`src/rtl/ram512_bist_if.sv`:
```
// RAM-side bus between the BIST controller and the ram512 array:
// one write port and two combinational read ports.
interface ram512_bist_if #(
    parameter int AW = 9,
    parameter int DW = 16
);
    logic          wr;
    logic [AW-1:0] wr_addr;
    logic [DW-1:0] d_in;
    logic [AW-1:0] rd_addr_a;
    logic [AW-1:0] rd_addr_b;
    logic [DW-1:0] d_out_a;
    logic [DW-1:0] d_out_b;

    modport master (
        output wr, wr_addr, d_in, rd_addr_a, rd_addr_b,
        input  d_out_a, d_out_b
    );

    modport slave (
        input  wr, wr_addr, d_in, rd_addr_a, rd_addr_b,
        output d_out_a, d_out_b
    );
endinterface

```
`src/rtl/ram512_bist.sv`:
```
// Built-in self-test controller for ram512. Runs a five-phase march /
// address-uniqueness test (W_BG, RW_INV, R_INV, W_ADDR, R_ADDR), one address
// per cycle, and latches the first mismatch for diagnosis.
module ram512_bist #(
    parameter int            AW    = 9,
    parameter int            DW    = 16,
    parameter int            DEPTH = 512,
    parameter logic [DW-1:0] PAT   = 16'hAAAA
) (
    input  logic          clk,
    input  logic          reset,
    input  logic          start,
    ram512_bist_if.master ram,
    output logic          busy,
    output logic          done,
    output logic          pass,
    output logic [AW-1:0] fail_addr,
    output logic [DW-1:0] fail_exp,
    output logic [DW-1:0] fail_got,
    output logic          fail_port,
    output logic [2:0]    phase
);

    typedef enum logic [2:0] {
        IDLE   = 3'd0,
        W_BG   = 3'd1,
        RW_INV = 3'd2,
        R_INV  = 3'd3,
        W_ADDR = 3'd4,
        R_ADDR = 3'd5,
        DONE   = 3'd6
    } state_t;

    localparam logic [AW-1:0] LAST = AW'(DEPTH - 1);

    state_t        state, state_next;
    logic [AW-1:0] cnt, cnt_next, cnt_inc, cnt_dec;

    logic          wr_reg, wr_next;
    logic [AW-1:0] wr_addr_reg, wr_addr_next;
    logic [DW-1:0] d_in_reg, d_in_next;
    logic [AW-1:0] rd_a_reg, rd_a_next;
    logic [AW-1:0] rd_b_reg, rd_b_next;

    logic          busy_next, done_next, pass_next, fail_port_next;
    logic [AW-1:0] fail_addr_next;
    logic [DW-1:0] fail_exp_next, fail_got_next;

    logic          miss;
    logic          miss_port;
    logic [AW-1:0] miss_addr;
    logic [DW-1:0] miss_exp, miss_got;
    logic [DW-1:0] exp_a, exp_b;

    assign cnt_inc = cnt + AW'(1);
    assign cnt_dec = cnt - AW'(1);
    assign exp_a   = DW'(rd_a_reg);
    assign exp_b   = DW'(rd_b_reg);

    assign ram.wr        = wr_reg;
    assign ram.wr_addr   = wr_addr_reg;
    assign ram.d_in      = d_in_reg;
    assign ram.rd_addr_a = rd_a_reg;
    assign ram.rd_addr_b = rd_b_reg;
    assign phase         = state;

    // Next state, next address and next registered outputs; read data is
    // compared against the address currently driven on the read ports.
    always_comb begin
        state_next     = state;
        cnt_next       = cnt;
        wr_next        = wr_reg;
        wr_addr_next   = wr_addr_reg;
        d_in_next      = d_in_reg;
        rd_a_next      = rd_a_reg;
        rd_b_next      = rd_b_reg;
        busy_next      = busy;
        done_next      = done;
        pass_next      = pass;
        fail_addr_next = fail_addr;
        fail_exp_next  = fail_exp;
        fail_got_next  = fail_got;
        fail_port_next = fail_port;
        miss           = 1'b0;
        miss_port      = 1'b0;
        miss_addr      = '0;
        miss_exp       = '0;
        miss_got       = '0;

        case (state)
            IDLE, DONE: begin
                if (start) begin
                    state_next     = W_BG;
                    cnt_next       = '0;
                    busy_next      = 1'b1;
                    done_next      = 1'b0;
                    pass_next      = 1'b0;
                    fail_addr_next = '0;
                    fail_exp_next  = '0;
                    fail_got_next  = '0;
                    fail_port_next = 1'b0;
                    wr_next        = 1'b1;
                    wr_addr_next   = '0;
                    d_in_next      = PAT;
                end
            end
            W_BG: begin
                if (cnt == LAST) begin
                    state_next   = RW_INV;
                    cnt_next     = '0;
                    wr_addr_next = '0;
                    d_in_next    = ~PAT;
                    rd_a_next    = '0;
                end else begin
                    cnt_next     = cnt_inc;
                    wr_addr_next = cnt_inc;
                end
            end
            RW_INV: begin
                if (ram.d_out_a != PAT) begin
                    miss      = 1'b1;
                    miss_port = 1'b0;
                    miss_addr = rd_a_reg;
                    miss_exp  = PAT;
                    miss_got  = ram.d_out_a;
                end else if (cnt == LAST) begin
                    state_next = R_INV;
                    cnt_next   = LAST;
                    wr_next    = 1'b0;
                    rd_b_next  = LAST;
                end else begin
                    cnt_next     = cnt_inc;
                    wr_addr_next = cnt_inc;
                    rd_a_next    = cnt_inc;
                end
            end
            R_INV: begin
                if (ram.d_out_b != ~PAT) begin
                    miss      = 1'b1;
                    miss_port = 1'b1;
                    miss_addr = rd_b_reg;
                    miss_exp  = ~PAT;
                    miss_got  = ram.d_out_b;
                end else if (cnt == '0) begin
                    state_next   = W_ADDR;
                    cnt_next     = '0;
                    wr_next      = 1'b1;
                    wr_addr_next = '0;
                    d_in_next    = '0;
                end else begin
                    cnt_next  = cnt_dec;
                    rd_b_next = cnt_dec;
                end
            end
            W_ADDR: begin
                if (cnt == LAST) begin
                    state_next = R_ADDR;
                    cnt_next   = '0;
                    wr_next    = 1'b0;
                    rd_a_next  = '0;
                    rd_b_next  = LAST;
                end else begin
                    cnt_next     = cnt_inc;
                    wr_addr_next = cnt_inc;
                    d_in_next    = DW'(cnt_inc);
                end
            end
            R_ADDR: begin
                if (ram.d_out_a != exp_a) begin
                    miss      = 1'b1;
                    miss_port = 1'b0;
                    miss_addr = rd_a_reg;
                    miss_exp  = exp_a;
                    miss_got  = ram.d_out_a;
                end else if (ram.d_out_b != exp_b) begin
                    miss      = 1'b1;
                    miss_port = 1'b1;
                    miss_addr = rd_b_reg;
                    miss_exp  = exp_b;
                    miss_got  = ram.d_out_b;
                end else if (cnt == LAST) begin
                    state_next = DONE;
                    busy_next  = 1'b0;
                    done_next  = 1'b1;
                    pass_next  = 1'b1;
                end else begin
                    cnt_next  = cnt_inc;
                    rd_a_next = cnt_inc;
                    rd_b_next = LAST - cnt_inc;
                end
            end
            default: state_next = IDLE;
        endcase

        // First mismatch ends the run; the DONE state never compares, so only
        // one failure is ever captured per run.
        if (miss) begin
            state_next     = DONE;
            busy_next      = 1'b0;
            done_next      = 1'b1;
            pass_next      = 1'b0;
            wr_next        = 1'b0;
            fail_addr_next = miss_addr;
            fail_exp_next  = miss_exp;
            fail_got_next  = miss_got;
            fail_port_next = miss_port;
        end
    end

    // State, address counter and all registered outputs.
    always_ff @(posedge clk or negedge reset) begin
        if (!reset) begin
            state       <= IDLE;
            cnt         <= '0;
            wr_reg      <= 1'b0;
            wr_addr_reg <= '0;
            d_in_reg    <= '0;
            rd_a_reg    <= '0;
            rd_b_reg    <= '0;
            busy        <= 1'b0;
            done        <= 1'b0;
            pass        <= 1'b0;
            fail_addr   <= '0;
            fail_exp    <= '0;
            fail_got    <= '0;
            fail_port   <= 1'b0;
        end else begin
            state       <= state_next;
            cnt         <= cnt_next;
            wr_reg      <= wr_next;
            wr_addr_reg <= wr_addr_next;
            d_in_reg    <= d_in_next;
            rd_a_reg    <= rd_a_next;
            rd_b_reg    <= rd_b_next;
            busy        <= busy_next;
            done        <= done_next;
            pass        <= pass_next;
            fail_addr   <= fail_addr_next;
            fail_exp    <= fail_exp_next;
            fail_got    <= fail_got_next;
            fail_port   <= fail_port_next;
        end
    end

endmodule

```
`src/flat_wrapper.sv`:
```
// flat-port wrapper written by rule: the top's interface ports become plain ports
module ram512_bist_flat 
#(
    parameter int            AW    = 9,
    parameter int            DW    = 16,
    parameter int            DEPTH = 512,
    parameter logic [DW-1:0] PAT   = 16'hAAAA
)
  (clk, reset, start, busy, done, pass, fail_addr, fail_exp, fail_got, fail_port, phase, ram_wr, ram_wr_addr, ram_d_in, ram_rd_addr_a, ram_rd_addr_b, ram_d_out_a, ram_d_out_b);
  ram512_bist_if #(.AW(AW), .DW(DW)) ram_i ();
  input  logic clk;
  input  logic reset;
  input  logic start;
  output logic busy;
  output logic done;
  output logic pass;
  output logic [AW-1:0] fail_addr;
  output logic [DW-1:0] fail_exp;
  output logic [DW-1:0] fail_got;
  output logic fail_port;
  output logic [2:0] phase;
  output wire logic [$bits(ram_i.wr)-1:0] ram_wr;
  output wire logic [$bits(ram_i.wr_addr)-1:0] ram_wr_addr;
  output wire logic [$bits(ram_i.d_in)-1:0] ram_d_in;
  output wire logic [$bits(ram_i.rd_addr_a)-1:0] ram_rd_addr_a;
  output wire logic [$bits(ram_i.rd_addr_b)-1:0] ram_rd_addr_b;
  input wire logic [$bits(ram_i.d_out_a)-1:0] ram_d_out_a;
  input wire logic [$bits(ram_i.d_out_b)-1:0] ram_d_out_b;
  assign ram_wr = ram_i.wr;
  assign ram_wr_addr = ram_i.wr_addr;
  assign ram_d_in = ram_i.d_in;
  assign ram_rd_addr_a = ram_i.rd_addr_a;
  assign ram_rd_addr_b = ram_i.rd_addr_b;
  assign ram_i.d_out_a = ram_d_out_a;
  assign ram_i.d_out_b = ram_d_out_b;
  ram512_bist #(.AW(AW), .DW(DW), .DEPTH(DEPTH), .PAT(PAT)) u_core (.clk(clk), .reset(reset), .start(start), .ram(ram_i), .busy(busy), .done(done), .pass(pass), .fail_addr(fail_addr), .fail_exp(fail_exp), .fail_got(fail_got), .fail_port(fail_port), .phase(phase));
endmodule
```
`config.mk`:
```
export PLATFORM = sky130hd
export DESIGN_NAME = ram512_bist_flat
export DESIGN_NICKNAME = d
export VERILOG_FILES = /design/src/rtl/ram512_bist_if.sv /design/src/rtl/ram512_bist.sv /design/src/flat_wrapper.sv
export SDC_FILE = /design/constraint.sdc
export NUM_CORES = 1
export LEC_CHECK = 0
export CAP_MARGIN = 20
export CORE_MARGIN = 2
export CORE_UTILIZATION = 40
export CTS_BUF_LIST = sky130_fd_sc_hd__clkbuf_4 sky130_fd_sc_hd__clkbuf_8 sky130_fd_sc_hd__clkbuf_16
export CTS_CLUSTER_SIZE = 30
export DETAILED_ROUTE_END_ITERATION = 8
export GPL_ROUTABILITY_DRIVEN = 0
export PLACE_DENSITY = 0.68
export SLEW_MARGIN = 20
export SYNTH_ARGS = -nofsm -noshare
export SYNTH_HDL_FRONTEND = slang
export SYNTH_SLANG_ARGS = --single-unit
```
`constraint.sdc`:
```
create_clock -name clk -period 10.4 [get_ports clk]
set_clock_uncertainty 0.15 [all_clocks]
set_input_delay 2.6 -clock clk [delete_from_list [all_inputs] [get_ports clk]]
set_output_delay 2.6 -clock clk [all_outputs]
set_load 0.005 [all_outputs]
```
# Word level (Yosys, flattened, before mapping)

Index checks and enable logic that the tools add are counted.

Output and inout port bits: 92
Latch bits: 0
Bits in read-only memories: 0
Flip-flop bits (word level): 101
Input port bits: 35
Memories kept: 0
Logic and storage cells: 167
Bits in writable memories: 0

Equal/unequal tests: 32
Magnitude comparators: 0
Div/mod/pow operators: 0
$mul: 0
$add $sub $neg: 3
Shift-type cells: 0
Bitwise gates (word level): 0
Multiplexer cells: 96
Reductions and logical operators: 22

Operators with widths:

| operator               | count |
|---|---|
| $mux W9                | 32 |
| $mux W16               | 15 |
| $pmux W16 S3           | 2 |
| $pmux W9 S5            | 2 |
| $pmux W16 S4           | 1 |
| $pmux W9 S3            | 2 |
| $pmux W9 S4            | 1 |
| $mux W3                | 11 |
| $ne A16 B9 Y1          | 2 |
| $mux W1                | 23 |
| $reduce_and A5 Y1      | 4 |
| $pmux W3 S6            | 1 |
| $ne A16 B15 Y1 const B | 1 |
| $ne A16 B16 Y1 const B | 1 |
| $ne A2 B2 Y1 const B   | 8 |
| $mux W15               | 1 |
| $ne A3 B1 Y1 const B   | 5 |
| $ne A3 B2 Y1 const B   | 5 |
| $reduce_bool A5 Y1     | 3 |
| $reduce_and A7 Y1      | 2 |
| $reduce_and A10 Y1     | 1 |
| $add A9 B1 Y9 const B  | 1 |
| $eq A3 B3 Y1 const B   | 3 |
| $eq A9 B9 Y1 const B   | 1 |
| other kinds (16)       | 25 |

# Longest topological paths before layout

Gate-level depths: netlist of run 1.

Depth after elaboration: 6
Depth in mapped cells: 13
Gate-level depth less buffers: 12

# Worst setup path after synthesis of run 1

OpenSTA, ideal clock, no wires.

Kind: input to register
Start point: input ram_d_out_a[10]
End point: register u_core.rd_b_reg[1], in the netlist u_core.ram.rd_addr_b[1]
Slack: 5.190 ns
Data required time: 10.125 ns
Path buffers: 1
Stages: 7
Setup time: 0.125 ns
Data arrival time: 4.935 ns
Path through: or3_4 -> or3_1 -> o21a_1 -> or4_4 -> or3_1 -> buf_6 -> mux2_4

Cells in the longest elaborated chain, start to end: 3
Elaborated cells between the ends (all ways): 5
Classes of those cells: eq/ne (4); reduce/logical (1)

RTL lines:

| what                                                   | line                                   | source |
|---|---|---|
| from (decl)                                            | flat_wrapper.sv:27                     | `input wire logic [$bits(ram_i.d_out_a)-1:0] ram_d_out_a;` |
| $ne A16 B9 Y1 / $ne A16 B16 Y1 (equally long branches) | ram512_bist.sv:169, ram512_bist.sv:120 |  |
| $ne A2 B2 Y1 (no line)                                 | --                                     |  |
| $reduce_and A7 Y1 (no line) *                          | --                                     |  |
| to (signal assigned)                                   | ram512_bist.sv:234                     | `rd_b_reg <= rd_b_next;` |
| to (decl)                                              | ram512_bist.sv:43                      | `logic [AW-1:0] rd_b_reg, rd_b_next;` |

Mark *: on every way between the ends. The rest lies on a longest branch, timed or not.
A chain may end at the register's enable or synchronous reset.

# Worst setup path after layout of run 1

Start point: input ram_d_out_a[9]
End point: register u_core.rd_b_reg[4], in the netlist u_core.ram.rd_addr_b[4]

The elaborated chain is that of the path after synthesis.

==> metrics.log, run 1 <==
INFO  metric post-cts-setup-buffers = 0
INFO  metric max-cap-violations = 0
INFO  metric grt_pass1_wl = between 20 and 30 mm
INFO  metric cp_slowest_cell = sky130_fd_sc_hd__or3_1
INFO  metric grt_max_degree = 54
INFO  metric combPwrFrac = roughly 52%
INFO  metric numClockSinks = 91
INFO  metric yosysWarningCount = 0
INFO  metric tritoncts = done
INFO  metric synth_async_sr_flop_share = 100%
INFO  metric switching_share = 41.4%
INFO  metric cts.hold.buffers_added = 0
INFO  metric mostFrequentLayoutCells = sky130_fd_sc_hd__clkdlybuf4s50_1 (125), sky130_fd_sc_hd__nand2_1 (94), sky130_fd_sc_hd__dfrtp_1 (91)
INFO  metric vias_after_detailed_routing = approximately 4800
INFO  metric r2r-end = u_core.ram.d_in[1]
INFO  metric first_global_vias = 4694
INFO  metric drtAntennaViolNets = 0
INFO  metric slew_headroom = 37.5%
INFO  metric post-route-util = approximately 54%
INFO  metric startpoint_type = input pin
INFO  metric unique_masters_post_synth = 64
INFO  metric synth_flop_cell = sky130_fd_sc_hd__dfrtp_1
INFO  metric static-leakage-power = roughly 3.0 nW
INFO  metric ff2ff_path_depth = 9
INFO  metric ios = ~130
INFO  metric root_buffer_cell = sky130_fd_sc_hd__clkbuf_16
INFO  metric detailed_place_hpwl = approximately 12 mm
INFO  metric avgViaCountPerCell = approximately 5.8
INFO  metric power_report.internal_total = about 1.2 mW
INFO  metric worst_skew_pair.late_latency = around 0.35 ns
INFO  metric path_common_cell = sky130_fd_sc_hd__or4_4
INFO  metric initial_antenna_violation_count = 0
INFO  metric ys_seq_area_share = around 44%
INFO  metric syn-num-nets = slightly above 600
INFO  metric initial_utilization = about two fifths
INFO  metric io_buffer_count = 126
INFO  metric critical_path.reg2reg.startpoint = u_core.cnt[0]
INFO  metric grt.overflow.total = 0
INFO  metric synth.avg_cell_area = 9.19 sq um
INFO  metric min_period = about 5.9 ns
INFO  metric cpLargestDelayFamily = simple AND/OR/NAND/NOR gates
INFO  metric crit_buf_inv = 1
INFO  metric hold_depth = 2
INFO  metric crit_path_end_kind = flop
INFO  metric totalWireLength = around 16 mm
INFO  metric grt_util_all_layers = between 20% and 30%
INFO  metric power.net_switching = 0.845 mW
INFO  metric ir_drop_worst_vdd = 0.000113 V
INFO  metric report.final.hold_viol_count = 0
INFO  metric layout.nets = approximately 700
INFO  metric powerDensity = about 300 mW/mm^2
INFO  metric fillCellCount = 1138
INFO  metric most_common_cell_after_layout_fill_and_taps_aside = sky130_fd_sc_hd__clkdlybuf4s50_1
INFO  metric drt_drc_violations_left = 0
INFO  metric timing.setup.critical_path_class = in2reg
INFO  metric synth.cell_area = around 0.0052 sq mm
INFO  metric cts-htree-levels = 3
INFO  metric timing.final.max_slew_violations = 0
INFO  metric count_of_endpoints_failing_setup_in_the_final_report = 0
INFO  metric die_width = 118 um
INFO  metric worst-endpoint-required = ~10 ns
INFO  metric data_arrival_at_the_endpoint_of_the_critical_path = between 5 and 6 ns
INFO  metric min_delay_worst_endpoint = u_core.fail_got[14]
INFO  metric synthToLayoutAreaGrowth = 31.8%
INFO  metric hold_path.startpoint = u_core.fail_got[14]
INFO  metric initialDrtViolationCount = approximately 410
INFO  metric clk_transition_reported_paths = around 0.06 ns
INFO  metric die-height = approximately 120 um
INFO  metric largest_register_ffs = 16
INFO  metric worst_path_fanout_max = 15
INFO  metric p_seq_share = between 30 and 40%
INFO  metric cells_traversed_along_the_worst_timing_path = clkdlybuf4s50_1 > or4_4 > nor4_4 > a31oi_2 > or4_4 > or3_1 > mux2_4
INFO  metric cts.path.max_buffers = 2
INFO  metric timing.fmax = ~170 MHz
INFO  metric totalNegativeSetupSlack = 0 ns
INFO  metric wl_per_cell = ~19 um
INFO  metric core_outline_area = about 0.013 sq mm
INFO  metric diodes = 0
INFO  metric cts_repair_resize_count = 0
INFO  metric detailedRoute.firstPassIterationCount = 6
INFO  metric holdWs = between 0.3 and 0.4 ns
INFO  metric synth-edff-count = 0
INFO  metric cp_slowest_stage_delay = between 0.6 and 0.7 ns
INFO  metric tritoncts.num_buffers = 9
INFO  metric final_layout_size_suffix_gt1_share = 7.77%
INFO  metric die_area = between 0.01 and 0.015 sq mm
INFO  metric fin_total_pwr = just over 2 mW
INFO  metric min-delay-path-class = reg2reg
INFO  metric row_count = around 40
INFO  metric p_clk_share = 17.6%
INFO  metric synth_cells = between 500 and 600
INFO  metric transition_time_at_the_pin_with_the_least_slew_margin = 0.934 ns
INFO  metric status = finished clean
INFO  metric reg2reg_slack = between 6 and 7 ns
INFO  metric yosys_register_bits = 91
INFO  metric unrepaired_setup_endpoints_after_global_routing = false
INFO  metric fraction_of_the_cycle_the_final_worst_path_needs = between 50% and 60%
-- power groups by stage --
stage | logic [mW] | clock network, mW | registers, mW
2_1_floorplan | 0.675 | 0 | 0.570
3_3_place_gp | 1.03 | 0 | 0.624
3_5_place_dp | 1.05 | 0 | 0.630
4_1_cts | 1.06 | 0.366 | 0.624
5_1_grt | 1.16 | 0.380 | 0.644
6_report | 1.06 | 0.359 | 0.625
-- cell usage after synthesis, types with 2 or more instances --
cell type / instances / area [sq um]
sky130_fd_sc_hd__nand2_1: 94 / 353
sky130_fd_sc_hd__dfrtp_1: 91 / 2280
sky130_fd_sc_hd__nor2_1: 42 / 158
sky130_fd_sc_hd__a22oi_1: 34 / 255
sky130_fd_sc_hd__clkbuf_1: 31 / 116
sky130_fd_sc_hd__nand3_1: 27 / 135
sky130_fd_sc_hd__xor2_1: 23 / 201
sky130_fd_sc_hd__o21ai_0: 20 / 100
sky130_fd_sc_hd__a21oi_1: 19 / 95.1
sky130_fd_sc_hd__o31ai_1: 15 / 113
sky130_fd_sc_hd__o21ai_1: 12 / 60.1
sky130_fd_sc_hd__inv_1: 11 / 41.3
sky130_fd_sc_hd__buf_4: 10 / 75.1
sky130_fd_sc_hd__mux2_4: 8 / 120
sky130_fd_sc_hd__mux2_2: 7 / 78.8
sky130_fd_sc_hd__a211oi_1: 6 / 45.0
sky130_fd_sc_hd__mux2_1: 6 / 67.6
sky130_fd_sc_hd__nor4_1: 6 / 37.5
sky130_fd_sc_hd__or3_1: 6 / 37.5
sky130_fd_sc_hd__a21o_1: 5 / 37.5
sky130_fd_sc_hd__nand2b_1: 5 / 31.3
sky130_fd_sc_hd__nor3_1: 5 / 25.0
sky130_fd_sc_hd__xnor2_1: 5 / 43.8
sky130_fd_sc_hd__ha_1: 4 / 50.1
sky130_fd_sc_hd__mux2i_1: 4 / 40.0
sky130_fd_sc_hd__nand4b_1: 4 / 35.0
sky130_fd_sc_hd__nor2b_1: 4 / 25.0
sky130_fd_sc_hd__o211ai_1: 4 / 30.0
sky130_fd_sc_hd__or4_1: 4 / 30.0
sky130_fd_sc_hd__a221oi_1: 3 / 26.3
sky130_fd_sc_hd__a31oi_1: 3 / 18.8
sky130_fd_sc_hd__and3_1: 3 / 18.8
sky130_fd_sc_hd__o21a_1: 3 / 22.5
sky130_fd_sc_hd__o221a_2: 3 / 33.8
sky130_fd_sc_hd__o22ai_1: 3 / 18.8
sky130_fd_sc_hd__or4_4: 3 / 33.8
sky130_fd_sc_hd__and2_1: 2 / 12.5
sky130_fd_sc_hd__and3b_1: 2 / 17.5
sky130_fd_sc_hd__nand4bb_1: 2 / 22.5
sky130_fd_sc_hd__nor4_4: 2 / 42.5
-- layout make-up --
cell class	instances	area, sq um	area share (%)
Multi-Input combinational cell	419	2680	39.2
Sequential cell	91	2280	33.3
Timing Repair Buffer	131	1300	18.9
Clock buffer	12	254	3.71
Tap cell	172	215	3.14
Clock inverter	4	73.8	1.08
Inverter	12	45.0	0.658
-- logic make-up after synthesis --
kind of cell | after synthesis | share of synthesized area [%]
compound gates | 141 | 18.4
xor+xnor | 28 | 4.72
fa+ha+maj | 4 | 0.964
buf+inv | 55 | 4.84
flops | 91 | 43.9
mux | 25 | 5.90
simple gates | 221 | 21.3
-- stage by stage --
stage / cells / cell area (sq um) / setup WS, ns
after CTS: 841 / 6840 / 4.42
final: 841 / 6840 / 4.53
after global routing: 841 / 6840 / 4.46
after detailed placement: 825 / 6510 / 4.07
after floorplan: 565 / 5190 / 5.19
after global placement: 824 / 6500 / 4.17
-- worst max path at each step --
stage	end	from	depth (start not counted)
CTS	u_core.ram.rd_addr_b[4]	ram_d_out_a[9]	7
global placement	u_core.ram.rd_addr_b[1]	ram_d_out_a[9]	7
floorplan	u_core.ram.rd_addr_b[1]	ram_d_out_a[10]	7
detailed placement	u_core.ram.rd_addr_b[4]	ram_d_out_a[9]	7
finish	u_core.ram.rd_addr_b[4]	ram_d_out_a[9]	7
global route	u_core.ram.rd_addr_b[6]	ram_d_out_a[9]	7
-- layer usage --
layer / share of wire, % / track usage, % / vias up
li1: - / - / 2233
met1: 41 / 29.1 / 2391
met2: 51 / 38.3 / 190
met3: 6.6 / 4.60 / 27
met4: 2.1 / 9.79 / 0
met5: 0 / 0 / -
-- worst min-delay path, cell delays in order (launching register included) --
cell and delay [ns]:
sky130_fd_sc_hd__dfrtp_1 0.34, sky130_fd_sc_hd__nand2_1 0.05, sky130_fd_sc_hd__nand2_1 0.05
No activity file was read; power rests on OpenSTA's default activity.
==> run 2: changes to the inputs <==
PLACE_DENSITY = 0.7   (was 0.68)
clock period = 4.8 ns   (was 10.4 ns; I/O delays follow)
==> metrics.log, run 2 (same netlist as run 1, synthesis figures left out) <==
INFO  metric timing.fmax = 236 MHz
INFO  metric largest_register_ffs = 16
INFO  metric drtAntennaViolNets = 0
INFO  metric synthToLayoutAreaGrowth = 32.0%
INFO  metric cpLargestDelayFamily = simple AND/OR/NAND/NOR gates
INFO  metric post-cts-setup-buffers = 0
INFO  metric cts.hold.buffers_added = 0
INFO  metric timing.final.max_slew_violations = 0
INFO  metric detailedRoute.firstPassIterationCount = 5
INFO  metric vias_after_detailed_routing = approximately 4900
INFO  metric timing.setup.critical_path_class = in2reg
INFO  metric cts_repair_resize_count = 0
INFO  metric cp_slowest_stage_delay = 0.63 ns
INFO  metric count_of_endpoints_failing_setup_in_the_final_report = 0
INFO  metric row_count = 41
INFO  metric grt.overflow.total = 0
INFO  metric worst_skew_pair.late_latency = about 0.35 ns
INFO  metric cell_count_after_placement = about 830
INFO  metric crit_path_end_kind = flop
INFO  metric io_buffer_count = 126
INFO  metric worst_path_fanout_max = 9
INFO  metric final_layout_size_suffix_gt1_share = under 10%
INFO  metric tritoncts.num_buffers = 9
INFO  metric tritoncts = done
INFO  metric initial_antenna_violation_count = 0
INFO  metric design_area = 0.00686 sq mm
INFO  metric first_global_vias = 4633
INFO  metric area.sequential = approximately 0.0023 sq mm
INFO  metric die-height = ~120 um
INFO  metric numClockSinks = 91
INFO  metric root_buffer_cell = sky130_fd_sc_hd__clkbuf_16
INFO  metric finish.cell_count_without_fillers = around 850
INFO  metric grt_pass1_wl = between 20 and 30 mm
INFO  metric max-cap-violations = 0
INFO  metric most_common_cell_after_layout_fill_and_taps_aside = sky130_fd_sc_hd__clkdlybuf4s50_1
INFO  metric fillCellCount = approximately 1100
INFO  metric mostFrequentLayoutCells = sky130_fd_sc_hd__clkdlybuf4s50_1 (125), sky130_fd_sc_hd__nand2_1 (94), sky130_fd_sc_hd__dfrtp_1 (91)
INFO  metric slew_headroom = about two fifths
INFO  metric path_common_cell = sky130_fd_sc_hd__or4_4
INFO  metric wl_per_cell = around 19 um
INFO  metric initial_utilization = around two fifths
INFO  metric grt_max_degree = approximately 70
INFO  metric totalWireLength = ~16 mm
INFO  metric clk_transition_reported_paths = approximately 0.060 ns
INFO  metric totalNegativeSetupSlack = 0 ns
INFO  metric fin_total_pwr = ~4.4 mW
INFO  metric fraction_of_the_cycle_the_final_worst_path_needs = 88.3%
INFO  metric post-route-util = a little over half
INFO  metric dpl_cell_area = 0.00656 sq mm
INFO  metric report.final.hold_viol_count = 0
INFO  metric cts-htree-levels = 3
INFO  metric die_width = 118 um
INFO  metric crit_buf_inv = 1
INFO  metric cp_slowest_cell = sky130_fd_sc_hd__or3_1
INFO  metric core_outline_area = between 0.01 and 0.015 sq mm
INFO  metric die_area = between 0.01 and 0.015 sq mm
INFO  metric cts.path.max_buffers = 2
INFO  metric layout.nets = between 700 and 800
INFO  metric min-delay-path-class = reg2reg
INFO  metric data_arrival_at_the_endpoint_of_the_critical_path = 4.32 ns
INFO  metric ir_drop_worst_vdd = about 0.00024 V
INFO  metric status = finished clean
INFO  metric initialDrtViolationCount = between 500 and 600
INFO  metric detailed_place_hpwl = ~12 mm
INFO  metric worst-endpoint-required = between 4 and 5 ns
INFO  metric avgViaCountPerCell = 5.75
INFO  metric min_period = between 4 and 5 ns
INFO  metric startpoint_type = input pin
INFO  metric unrepaired_setup_endpoints_after_global_routing = false
INFO  metric grt_util_all_layers = ~23%
INFO  metric ios = ~130
INFO  metric drt_drc_violations_left = 0
INFO  metric transition_time_at_the_pin_with_the_least_slew_margin = between 0.8 and 0.9 ns
INFO  metric powerDensity = between 600 and 700 mW/mm^2
INFO  metric diodes = 0
INFO  metric static-leakage-power = 2.97 nW
INFO  metric area_of_the_multi_input_gates = roughly 0.0027 sq mm
INFO  metric cells_traversed_along_the_worst_timing_path = clkdlybuf4s50_1 > or4_4 > nor4_4 > a31oi_1 > or4_4 > or3_1 > mux2_4
[run 2: worst register-to-register path: stages (launching register included)]
cell and delay [ns]:
sky130_fd_sc_hd__dfrtp_1 0.53, sky130_fd_sc_hd__ha_1 0.33, sky130_fd_sc_hd__and3_1 0.25, sky130_fd_sc_hd__and3_1 0.23, sky130_fd_sc_hd__nand3_1 0.13, sky130_fd_sc_hd__inv_1 0.09
sky130_fd_sc_hd__ha_1 0.52, sky130_fd_sc_hd__xnor2_1 0.16, sky130_fd_sc_hd__o21ai_0 0.19, sky130_fd_sc_hd__o21ai_0 0.10, sky130_fd_sc_hd__or3_1 0.62, sky130_fd_sc_hd__mux2_4 0.39
[run 2: final timing paths]
path                               startpoint                      end  slack, ns  cells after the start
max                            ram_d_out_b[9]  u_core.ram.rd_addr_b[3]       0.56                      7
min                        u_core.fail_got[9]       u_core.fail_got[9]       0.32                      2
max reg2reg                     u_core.cnt[0]  u_core.ram.rd_addr_b[3]       1.01                     11
min reg2reg                u_core.fail_got[9]       u_core.fail_got[9]       0.32                      2
max in group asynchronous               reset            u_core.cnt[3]       2.86                      2
min in group asynchronous               reset      u_core.fail_exp[13]       0.82                      1
[run 2: final cells by class]
class,count,area share [%]
Multi-Input combinational cell,419,38.9
Clock buffer,12,3.61
Inverter,12,0.657
Clock inverter,4,0.748
Timing Repair Buffer,138,19.7
Sequential cell,91,33.2
Tap cell,172,3.14
[run 2: layer usage]
metal / share of wire [%] / GRT usage, %
met5: 0 / 0
met4: 2.3 / 7.83
met3: 6.1 / 4.65
met2: 50 / 38.7
met1: 42 / 29.5
[run 2: power breakdown]
group | total, mW | switching, mW | internal, mW
clock | 0.720 | 0.298 | 0.421
combinational | 2.34 | 1.23 | 1.11
sequential | 1.37 | 0.333 | 1.03
total | 4.43 | 1.86 | 2.56
[run 2: metrics by stage]
stage | setup slack, ns | hold WS [ns]
floorplan | 0.990 | 0.313
global placement | 0.304 | 0.301
detailed placement | 0.208 | 0.305
CTS | 0.566 | 0.318
global route | 0.470 | 0.325
finish | 0.560 | 0.317
==> run 3: changes to the inputs <==
GPL_TIMING_DRIVEN = 0   (was unset)
MAX_ROUTING_LAYER = met4   (was unset)
clock period = 3.8 ns   (was 4.8 ns; I/O delays follow)
==> metrics.log, run 3 (same netlist as run 1, synthesis figures left out) <==
INFO  metric totalWireLength = ~17 mm
INFO  metric avgViaCountPerCell = 5.76
INFO  metric detailedRoute.firstPassIterationCount = 7
INFO  metric fin_total_pwr = ~6 mW
INFO  metric initial_utilization = ~41%
INFO  metric final_layout_size_suffix_gt1_share = between 10% and 20%
INFO  metric count_of_endpoints_failing_setup_in_the_final_report = 0
INFO  metric min_period = around 3.8 ns
INFO  metric timing.fmax = ~270 MHz
INFO  metric transition_time_at_the_pin_with_the_least_slew_margin = roughly 0.75 ns
INFO  metric die_width = 118 um
INFO  metric ir_drop_worst_vdd = 0.000273 V
INFO  metric root_buffer_cell = sky130_fd_sc_hd__clkbuf_16
INFO  metric wl_per_cell = 19.1 um
INFO  metric data_arrival_at_the_endpoint_of_the_critical_path = about 3.8 ns
INFO  metric worst_path_fanout_max = 5
INFO  metric die_area = around 0.014 sq mm
INFO  metric drtAntennaViolNets = 0
INFO  metric diodes = 0
INFO  metric grt.overflow.total = 0
INFO  metric tritoncts.num_buffers = 9
INFO  metric row_count = between 40 and 50
INFO  metric grt_util_all_layers = approximately 24%
INFO  metric most_common_cell_after_layout_fill_and_taps_aside = sky130_fd_sc_hd__clkdlybuf4s50_1
INFO  metric numClockSinks = 91
INFO  metric cts.path.max_buffers = 2
INFO  metric vias_after_detailed_routing = 5100
INFO  metric die-height = 118 um
INFO  metric worst-endpoint-required = between 3 and 4 ns
INFO  metric fraction_of_the_cycle_the_final_worst_path_needs = between 90% and 100%
INFO  metric drt_drc_violations_left = 0
INFO  metric slew_headroom = 50.1%
INFO  metric worst_skew_pair.late_latency = 0.34 ns
INFO  metric detailed_place_hpwl = around 12 mm
INFO  metric min-delay-path-class = reg2reg
INFO  metric initial_antenna_violation_count = 0
INFO  metric report.final.hold_viol_count = 0
INFO  metric status = finished clean
INFO  metric tritoncts = done
INFO  metric clk_transition_reported_paths = 0.07 ns
INFO  metric layout.nets = around 750
INFO  metric max-cap-violations = 0
INFO  metric finish.cell_count_without_fillers = 886
INFO  metric cell_count_after_placement = 864
INFO  metric startpoint_type = input pin
INFO  metric static-leakage-power = ~3.1 nW
INFO  metric cts-htree-levels = 3
INFO  metric timing.final.max_slew_violations = 0
INFO  metric first_global_vias = between 4000 and 5000
INFO  metric io_buffer_count = 126
INFO  metric mostFrequentLayoutCells = sky130_fd_sc_hd__clkdlybuf4s50_1 (124), sky130_fd_sc_hd__nand2_1 (93), sky130_fd_sc_hd__dfrtp_1 (91)
INFO  metric ios = roughly 130
INFO  metric powerDensity = between 800 and 900 mW/mm^2
INFO  metric initialDrtViolationCount = between 600 and 700
INFO  metric timing.setup.critical_path_class = in2reg
INFO  metric grt_max_degree = 60
INFO  metric core_outline_area = 0.0127 sq mm
INFO  metric synthToLayoutAreaGrowth = 38.4%
INFO  metric largest_register_ffs = 16
INFO  metric grt_pass1_wl = 26.3 mm
INFO  metric unrepaired_setup_endpoints_after_global_routing = false
INFO  metric area_of_the_multi_input_gates = 0.00275 sq mm
INFO  metric area.sequential = between 0.002 and 0.0025 sq mm
INFO  metric crit_path_end_kind = flop
INFO  metric fillCellCount = 1132
run 3: changes by cell type in the layout (fill, tap and decap cells not counted), moves of 3 or more:
cell,previous run,this run
sky130_fd_sc_hd__clkbuf_1,0,26
sky130_fd_sc_hd__clkbuf_2,0,5
sky130_fd_sc_hd__o21ai_1,12,9
sky130_fd_sc_hd__o21ai_2,0,3
sky130_fd_sc_hd__buf_4,13,17
run 3: routing by layer:
| metal | GRT usage (%) | vias up | wire (um) |
|---|---|---|---|
| met5 | - | - | 0 |
| met4 | 10.8 | 0 | 554 |
| met3 | 5.18 | 46 | 1120 |
| met2 | 37.8 | 246 | 8260 |
| met1 | 30.5 | 2488 | 6980 |
| li1 | - | 2320 | - |
run 3: repair_timing:
item,4_1_cts,5_1_grt
pin swaps,6,2
setup endpoints to repair,43,69
gates resized for setup,5,18
cloned,0,1
hold buffers,0,0
setup buffers,4,3
run 3: worst paths after layout:
check	endpoint	cells past startpoint	slack [ns]	from
max	u_core.ram.rd_addr_b[2]	7	0.05	ram_d_out_b[9]
min	u_core.fail_got[10]	2	0.32	u_core.fail_got[10]
max reg2reg	u_core.phase[1]	11	0.23	u_core.cnt[0]
min reg2reg	u_core.fail_got[10]	2	0.32	u_core.fail_got[10]
max in group asynchronous	u_core.ram.d_in[7]	2	2.46	reset
min in group asynchronous	u_core.fail_got[5]	1	0.40	reset
run 3: cell type report:
| type | count | share of cell area (%) |
|---|---|---|
| clock inverter | 4 | 1.38 |
| tap | 172 | 2.99 |
| multi-input combinational | 420 | 38.2 |
| inverter | 12 | 0.627 |
| clock buffer | 11 | 3.43 |
| timing repair buffer | 134 | 18.8 |
| buffer | 42 | 2.80 |
| sequential | 91 | 31.7 |
run 3: power by group:
part / total, mW / switching [mW] / internal [mW]
combinational: 3.40 / 1.83 / 1.57
clock: 1.04 / 0.372 / 0.666
sequential: 1.61 / 0.305 / 1.31
run 3: stage by stage:
stage / setup WS (ns) / hold slack, ns / util [%] / TNS [ns] / area, sq um
after floorplan: 0.240 / 0.313 / - / 0 / 5190
after global placement: -1.60 / 0.302 / 52.6 / -168.21 / 6670
after detailed placement: -0.447 / 0.308 / 52.9 / -22.50 / 6700
after CTS: 0.0190 / 0.321 / 55.9 / 0 / 7090
after global routing: 0.00263 / 0.343 / 56.7 / 0 / 7190
final: 0.0480 / 0.319 / 56.7 / 0 / 7190
run 3: worst max-delay path: stages:
cell,delay (ns)
sky130_fd_sc_hd__clkdlybuf4s50_1,0.45
sky130_fd_sc_hd__or4_4,0.60
sky130_fd_sc_hd__nor4_2,0.34
sky130_fd_sc_hd__nor2_1,0.14
sky130_fd_sc_hd__or4_4,0.61
sky130_fd_sc_hd__or3_4,0.42
sky130_fd_sc_hd__mux2_4,0.32
